`src/rtl/hazard_scoreboard_pkg.sv`:
```
// Shared types and constants for the hazard scoreboard.
// Entry field widths are fixed here; the top's REG_W/LAT_W must match them.
package hazard_scoreboard_pkg;
  localparam int HZ_REG_W = 5;
  localparam int HZ_LAT_W = 2;
  localparam int FWD_RF   = 0;

  typedef struct packed {
    logic                valid;
    logic [HZ_REG_W-1:0] rd;
    logic [HZ_LAT_W-1:0] rdy_cnt;
  } hz_entry_s;

  function automatic int fs_w(input int depth);
    return $clog2(depth + 1);
  endfunction
endpackage

```
`src/rtl/hazard_scoreboard_src_match.sv`:
```
// Youngest-match priority encoder for one source operand over the in-flight window.
// Returns a forwarding select (0 = RF, k+1 = stage k) and a blocked flag.
module hazard_src_match
  import hazard_scoreboard_pkg::*;
#(
  parameter int DEPTH = 4,
  parameter int FS_W  = 3
) (
  input  logic [HZ_REG_W-1:0]   src_i,
  input  logic                  used_i,
  input  hz_entry_s [DEPTH-1:0] pipe_i,
  output logic [FS_W-1:0]       fwd_sel_o,
  output logic                  blocked_o
);
  logic found;

  always_comb begin
    fwd_sel_o = FS_W'(FWD_RF);
    blocked_o = 1'b0;
    found     = 1'b0;
    for (int k = 0; k < DEPTH; k++) begin
      if (!found && used_i && src_i != '0 && pipe_i[k].valid && pipe_i[k].rd == src_i) begin
        found = 1'b1;
        // An unready producer blocks the source; older entries are ignored.
        if (pipe_i[k].rdy_cnt == '0) fwd_sel_o = FS_W'(k + 1);
        else                         blocked_o = 1'b1;
      end
    end
  end
endmodule

```
`src/rtl/hazard_scoreboard.sv`:
```
// In-flight register-writer scoreboard: per-source forwarding select and stall request.
// Optional stall statistics counter enabled by defining HAZ_STALL_STATS_EN.
module hazard_scoreboard
  import hazard_scoreboard_pkg::*;
#(
  parameter int NUM_SRC = 2,
  parameter int DEPTH   = 4,
  parameter int REG_W   = HZ_REG_W,
  parameter int LAT_W   = HZ_LAT_W,
  localparam int FS_W   = fs_w(DEPTH)
) (
  input  logic                     clk,
  input  logic                     reset,
  input  logic                     issue_valid_i,
  input  logic                     issue_writes_rf_i,
  input  logic [REG_W-1:0]         issue_rd_i,
  input  logic [LAT_W-1:0]         issue_lat_i,
  input  logic [NUM_SRC*REG_W-1:0] issue_src_i,
  input  logic [NUM_SRC-1:0]       issue_src_used_i,
  input  logic                     hold_i,
  input  logic                     flush_i,
  output logic                     stall_o,
  output logic [NUM_SRC*FS_W-1:0]  fwd_sel_o,
  output logic [31:0]              stall_cnt_o
);
  hz_entry_s [DEPTH-1:0] pipe_q, pipe_d;
  logic [NUM_SRC-1:0]    blocked;

  for (genvar s = 0; s < NUM_SRC; s++) begin : g_src
    hazard_src_match #(.DEPTH(DEPTH), .FS_W(FS_W)) u_match (
      .src_i     (issue_src_i[s*REG_W +: REG_W]),
      .used_i    (issue_src_used_i[s]),
      .pipe_i    (pipe_q),
      .fwd_sel_o (fwd_sel_o[s*FS_W +: FS_W]),
      .blocked_o (blocked[s])
    );
  end

  assign stall_o = issue_valid_i & (|blocked);

  always_comb begin
    pipe_d = pipe_q;
    if (!hold_i) begin
      for (int k = DEPTH - 1; k > 0; k--) begin
        pipe_d[k] = pipe_q[k-1];
        if (pipe_q[k-1].rdy_cnt != '0)
          pipe_d[k].rdy_cnt = pipe_q[k-1].rdy_cnt - HZ_LAT_W'(1);
      end
      // Non-writers, r0 writers, stalled and flushed slots all enter as bubbles.
      pipe_d[0] = '0;
      if (issue_valid_i && !flush_i && !stall_o && issue_writes_rf_i && issue_rd_i != '0)
        pipe_d[0] = '{valid: 1'b1, rd: issue_rd_i, rdy_cnt: issue_lat_i};
    end
  end

  always_ff @(posedge clk) begin
    if (reset) pipe_q <= '0;
    else       pipe_q <= pipe_d;
  end

`ifdef HAZ_STALL_STATS_EN
  logic [31:0] stall_cnt_q, stall_cnt_d;

  always_comb begin
    stall_cnt_d = stall_cnt_q;
    if (stall_o && !hold_i && stall_cnt_q != 32'hFFFF_FFFF)
      stall_cnt_d = stall_cnt_q + 32'd1;
  end

  always_ff @(posedge clk) begin
    if (reset) stall_cnt_q <= '0;
    else       stall_cnt_q <= stall_cnt_d;
  end

  assign stall_cnt_o = stall_cnt_q;
`else
  assign stall_cnt_o = '0;
`endif

  // A result can never be forwardable later than the window it travels through.
  a_lat_legal: assert property (@(posedge clk) disable iff (reset)
    (issue_valid_i && issue_writes_rf_i) |-> (32'(issue_lat_i) < DEPTH));
endmodule
```
`config.mk`:
```
export PLATFORM = sky130hd
export DESIGN_NAME = hazard_scoreboard
export DESIGN_NICKNAME = d
export VERILOG_FILES = /design/src/rtl/hazard_scoreboard_pkg.sv /design/src/rtl/hazard_scoreboard_src_match.sv /design/src/rtl/hazard_scoreboard.sv
export SDC_FILE = /design/constraint.sdc
export NUM_CORES = 1
export LEC_CHECK = 0
export ABC_CLOCK_PERIOD_IN_PS = 2000
export CAP_MARGIN = 20
export CORE_UTILIZATION = 43
export DETAILED_ROUTE_END_ITERATION = 10
export PLACE_DENSITY = 0.74
export SYNTH_ARGS = -nofsm -noshare
export SYNTH_HDL_FRONTEND = slang
export SYNTH_SLANG_ARGS = --single-unit
```
`constraint.sdc`:
```
create_clock -name clk -period 2 [get_ports clk]
set_clock_uncertainty 0.1 [all_clocks]
set_input_delay 0.2 -clock clk [delete_from_list [all_inputs] [get_ports clk]]
set_output_delay 0.2 -clock clk [all_outputs]
set_load 0.05 [all_outputs]
```
==> metrics.txt, run 1 <==
number of antenna repair diodes 0; setup slack on the worst flop-to-flop path -80 ps; Yosys top cell area share 0.284; arrival time worst endpoint 2070 ps; worst-path maximum fanout 4; Antenna Violating Nets Remaining 0; Inserted Clock Buffers 5; Clock Latency Late Sink between 200 and 300 ps; final number of max-transition violations 0; fraction of final layout cells sized beyond drive strength 1 0.361; required time of the critical path 1700 ps; Combinational Power Share 0.236; initial antenna violation count 0; gate count after technology mapping 260; most frequent cell after synthesis nor2_1; Synthesis Warnings 0; number of optimization iterations in the first detailed-route pass 4; height of the die 74.4 um; class of the tightest hold or removal check primary input to flop; setup repair after global routing missed its margin yes; FP Rows 25; startpoint kind of the worst setup timing path flop; part of the power in registers 0.424; number of clock sinks 32; clock power share 0.340; worst slack after detailed placement -572 ps; final setup violating endpoints 15; initial cell density of the core 0.462; via total after detailed routing 1935; final std cell area, no fill ~3200 um^2; total overflow reported by the global router 0; worst slew slack as a fraction of its limit 0.657; Slowest Stage Delay on Critical Path around 360 ps; cell-internal power 1.04 mW; endpoint of the lowest-slack register-to-register path pipe_q[6]$_SDFFE_PP0N_; share of the core filled with cells in the final layout 0.649; Vias/cell 4.78; Max clock buf depth 2; aggregate routed wire length 5320 um; Post-synth EDFFs 0; Placer Congestion 0.895; master of the slowest instance on the critical path dfxtp_4; die boundary width around 74 um; DRC violation count after routing 0; Syn Std Cell Area around 2300 um^2; Max Fclk 0.422 GHz; slew of the pin with the lowest slew margin 513 ps; share of synthesized area occupied by flip-flops and latches 0.284; cell taking the most area after synthesis dfxtp_1; leading registers by flop count pipe_q x32; switching part of the total 0.314; Syn Area/Cell just under 9 um^2; Post-CTS Hold Buffers 0; Seq cells post-synth 32; number of instances on the worst hold path 3; count of different cell masters after synthesis 42; final clock period utilization by the worst path 1.19; Sw Pwr between 400 and 500 uW; final hold viol count 0; overall routing resource usage 0.211; count of pins on the block boundary 64; cell-by-cell listing of the critical path xor2_1 -> nor4_1 -> and3_2 -> o21ai_1 -> o22a_1 -> nand4_4 -> o21a_4 -> buf_12; first-pass GRT wire length 8680 um; placed standard-cell area 2880 um^2; kind of end point of the critical path primary output; minimum clock period after layout 2370 ps; result of the run finished, violations left; max reg flops 32; Static Leak 1.40 nW; R2R Path Start pipe_q[22]$_SDFFE_PP0N_; Min-Delay Endpoint pipe_q[0]$_SDFFE_PP0N_; total core area 4880 um^2; number of violations reported at the end of detailed-routing iteration 0 94; max-cap viol count 0; TritonCTS clock tree built; maximum VDD drop 0.248 mV; most frequent cells after synthesis nor2_1 (35), buf_4 (32), dfxtp_1 (32); average wire length per cell after detail routing 13.1 um; violated checks negative setup slack; pin count of the biggest net entering global routing 19; post-detailed-placement half-perimeter wirelength ~4000 um; Most flops, register pipe_q; critical path class flop to primary output; biggest area contributors in the synthesized netlist dfxtp_1 (28%), buf_4 (11%), xor2_1 (9.3%), mux2i_1 (8.9%), xnor2_1 (6.2%); nets@finish 362; Async SR Flop Fraction 0; number of levels the H-tree was split into 2; total die area 5530 um^2; cell depth of the worst flop-to-flop path 9; most common flop cell mapped by yosys dfxtp_1; Clk Tree Root Cell clkbuf_8; IO buf count 31; area added between synthesis and finish 40.7%; via count of the first global-routing pass 1880; clock slew at reported path FFs about 60 ps; origin of the worst min-delay path issue_lat_i[0]; PwrDens between 400 and 500 nW/um^2; post-route setup slack -372 ps
## power by group through the flow
stage / Sequential [mW] / Combinational (mW) / Clock (mW)
2_1_floorplan: 0.660 / 0.294 / 0
3_3_place_gp: 0.660 / 0.342 / 0
3_5_place_dp: 0.660 / 0.344 / 0
4_1_cts: 0.644 / 0.350 / 0.520
5_1_grt: 0.642 / 0.380 / 0.546
6_report: 0.642 / 0.358 / 0.515
## routing by layer
layer  GRT usage  vias up  share of wire  wire [um]
met4      0.0755        0          0.014         76
met3      0.0325        8          0.047        249
met1       0.269      894           0.45       2420
li1            -      960              -          -
met2       0.360       73           0.48       2580
met5           0        -              0          0
## layout by cell type, fill, tap and decap left out, drive strengths merged, types with 6 or more instances in the layout
| cell | synthesis | routed |
|---|---|---|
| nand2 | 16 | 16 |
| nor3 | 6 | 6 |
| mux2i | 20 | 20 |
| xor2 | 24 | 24 |
| conb | 1 | 32 |
| buf | 42 | 67 |
| nor2 | 35 | 35 |
| clkdlybuf4s50 | 0 | 14 |
| dlygate4sd2 | 0 | 7 |
| inv | 6 | 6 |
| dfxtp | 32 | 32 |
| xnor2 | 16 | 16 |
| o31ai | 7 | 7 |
| nor4 | 8 | 8 |
| clkbuf | 9 | 8 |
## how the worst max path moves through the flow
| stage | from | endpoint | slack, ps | depth (start not counted) |
|---|---|---|---|---|
| 2_1_floorplan | pipe_q[11]$_SDFFE_PP0N_ | stall_o | -140 | 7 |
| 3_3_place_gp | issue_src_i[0] | stall_o | -560 | 10 |
| 3_5_place_dp | issue_src_i[8] | stall_o | -570 | 8 |
| 4_1_cts | pipe_q[13]$_SDFFE_PP0N_ | stall_o | -400 | 8 |
| 5_1_grt | pipe_q[26]$_SDFFE_PP0N_ | stall_o | -480 | 7 |
| 6_report | pipe_q[14]$_SDFFE_PP0N_ | stall_o | -370 | 8 |
## cells by family (layout without fill, tap and decap cells)
logic type                after synthesis  in the layout  synth area share
AOI/OAI and AO/OA                      26             26             0.107
xor gates and xnor gates               40             40             0.156
buffers and inverters                  57            104             0.158
DFF                                    32             32             0.284
muxes                                  20             20            0.0889
other                                   1             32           0.00167
and+or+nand+nor                        84             84             0.205
## area by class of cell
class	instances	area [um^2]
inverters	6	22.5
repair buffers	90	811
well taps	67	83.8
clock buffers	8	90.1
flip-flops and latches	32	662
fillers	402	1710
multi-input cells	202	1500
## critical path: cells and delay by family (launching register included)
family                 cells  cell delay, ps
XOR/XNOR                   1             160
AO/OA/AOI/OAI              3             470
AND/OR/NAND/NOR            3             660
flip-flops                 1             360
buffers and inverters      1             120
## what timing repair did
action | CTS | global route
endpoints found under the setup margin | 15 | 15
resized for setup | 49 | 15
buffers inserted | 3 | 3
pin swaps | 21 | 15
## per-stage QoR
step / TNS [ps] / hold slack (ps) / cells / power [mW]
after floorplan: -139 / 251 / 291 / 0.954
after global placement: -7100 / 379 / 392 / 1.00
after detailed placement: -7330 / 391 / 392 / 1.00
after CTS: -1700 / 375 / 402 / 1.51
after global routing: -3620 / 400 / 405 / 1.57
final: -2160 / 379 / 405 / 1.51
Power figures use the tool's default switching activity.
==> run 2, diff against run 1 <==
CTS_CLUSTER_DIAMETER = 120   (was unset)
GPL_TIMING_DRIVEN = 0   (was unset)
SKIP_LAST_GASP = 1   (was unset)
==> metrics.txt, run 2 (same netlist as run 1, synthesis figures left out) <==
Antenna Violating Nets Remaining 0; FP Rows 25; initial antenna violation count 0; most frequent cells in the layout buf_4 (45), nor2_1 (33), conb_1 (32); Max Fclk 0.415 GHz; clock slew at reported path FFs 60 ps; total core area approximately 5000 um^2; fill cell count approximately 440; worst-path maximum fanout 4; Vias/cell 4.63; arrival time worst endpoint 2110 ps; Inserted Clock Buffers 5; count of pins on the block boundary between 60 and 70; number of standard cells in the layout, taps in and fillers out between 300 and 400; total die area 5530 um^2; via count of the first global-routing pass 1702; number of clock sinks 32; average wire length per cell after detail routing 12.6 um; kind of end point of the critical path primary output; Max clock buf depth 2; worst slew slack as a fraction of its limit 0.530; setup repair after global routing missed its margin yes; TritonCTS clock tree built; number of levels the H-tree was split into 2; number of optimization iterations in the first detailed-route pass 4; maximum VDD drop 0.239 mV; required time of the critical path 1700 ps; number of violations reported at the end of detailed-routing iteration 0 about 110; initial cell density of the core 0.462; number of cells after detailed placement 377; area added between synthesis and finish 31.6%; Clk Tree Root Cell clkbuf_8; total overflow reported by the global router 0; Most flops, register pipe_q; Static Leak about 1.3 nW; class of the tightest hold or removal check primary input to flop; DRC violation count after routing 0; final number of max-transition violations 0; die boundary width 74.4 um; post-detailed-placement half-perimeter wirelength 3770 um; violated checks negative setup slack; post-route setup slack -409 ps; via total after detailed routing 1848; pin count of the biggest net entering global routing 11; worst slack on hold paths 197 ps; fraction of final layout cells sized beyond drive strength 1 0.337; Post-CTS Hold Buffers 0; max reg flops 32; leading registers by flop count pipe_q x32; slew of the pin with the lowest slew margin 705 ps; final clock period utilization by the worst path 1.20; minimum clock period after layout 2410 ps; startpoint kind of the worst setup timing path flop; result of the run finished, violations left; first-pass GRT wire length 8180 um; PwrDens 508 nW/um^2; aggregate routed wire length 5030 um; Placer Congestion 0.873; most common cell after layout, fill and taps aside buf_4; critical path class flop to primary output; nets@finish around 360; final hold viol count 0; Clock Latency Late Sink 290 ps; final setup violating endpoints 15; IO buf count 19; number of antenna repair diodes 0; max-cap viol count 0; PnR Total Power 1.51 mW; height of the die 74.4 um; overall routing resource usage 0.199
## run 2: changes by cell type in the layout (fill, tap and decap cells not counted), moves of 3 or more
cell,previous run,this run
buf_12,3,0
buf_2,1,5
buf_1,0,3
buf_4,52,45
dlygate4sd2_1,7,0
clkbuf_1,2,8
## run 2: stage by stage
stage	utilization	TNS [ps]	setup WS (ps)	cell area, um^2
6_report	0.607	-2810	-409	2960
5_1_grt	0.607	-4790	-521	2960
4_1_cts	0.591	-2040	-432	2880
3_5_place_dp	0.547	-6410	-1070	2670
3_3_place_gp	0.547	-5960	-1070	2670
2_1_floorplan	-	-139	-139	2400
## run 2: worst paths after layout
check / cells past startpoint / start / slack (ps) / to
hold / removal: 2 / reset / 200 / pipe_q[15]$_SDFFE_PP0N_
setup / recovery: 8 / pipe_q[10]$_SDFFE_PP0N_ / -410 / stall_o
hold reg to reg: 2 / pipe_q[7]$_SDFFE_PP0N_ / 420 / pipe_q[7]$_SDFFE_PP0N_
setup reg to reg: 9 / pipe_q[18]$_SDFFE_PP0N_ / -120 / pipe_q[4]$_SDFFE_PP0N_
## run 2: area by class of cell
cell class / instances / area, um^2 / share of cell area
plain buffers: 50 / 329 / 0.111
clock buffers: 6 / 82.6 / 0.0279
clock inverters: 2 / 10.0 / 0.00338
inverters: 6 / 22.5 / 0.00760
multi-input cells: 202 / 1450 / 0.489
flip-flops and latches: 32 / 663 / 0.224
well taps: 67 / 83.8 / 0.0283
repair buffers: 34 / 323 / 0.109
## run 2: per-layer routing
metal  up-vias  routed length, um  track usage
li1        949                  -            -
met4         0                 79       0.0734
met3         6                315       0.0461
met1       826               2220        0.245
met5         -                  0            0
met2        67               2410        0.336
## run 2: power breakdown
group | leakage (nW) | internal, mW | switching [mW]
registers | 0.265 | 0.637 | 0.00558
logic | 1.02 | 0.121 | 0.229
clock network | 0.0510 | 0.274 | 0.239
## run 2: critical path, cell delays in order, from the launching register on
cell     delay, ps
dfxtp_1        360
xor2_1         180
nor4_1         270
and3_2         280
o21ai_0        110
o22a_1         240
nand4_4        110
o21a_4         120
buf_6          140
## run 2: repair_timing
| action | CTS | global route |
|---|---|---|
| buffers inserted | 10 | 5 |
| pin swaps | 12 | 9 |
| endpoints found under the setup margin | 15 | 15 |
| resized for setup | 67 | 11 |
==> run 3, diff against run 2 <==
CAP_MARGIN = unset   (was 20)
CTS_CLUSTER_DIAMETER = unset   (was 120)
==> results of run 3 <==
The final DEF is identical to that of run 2; final timing and power are the same.
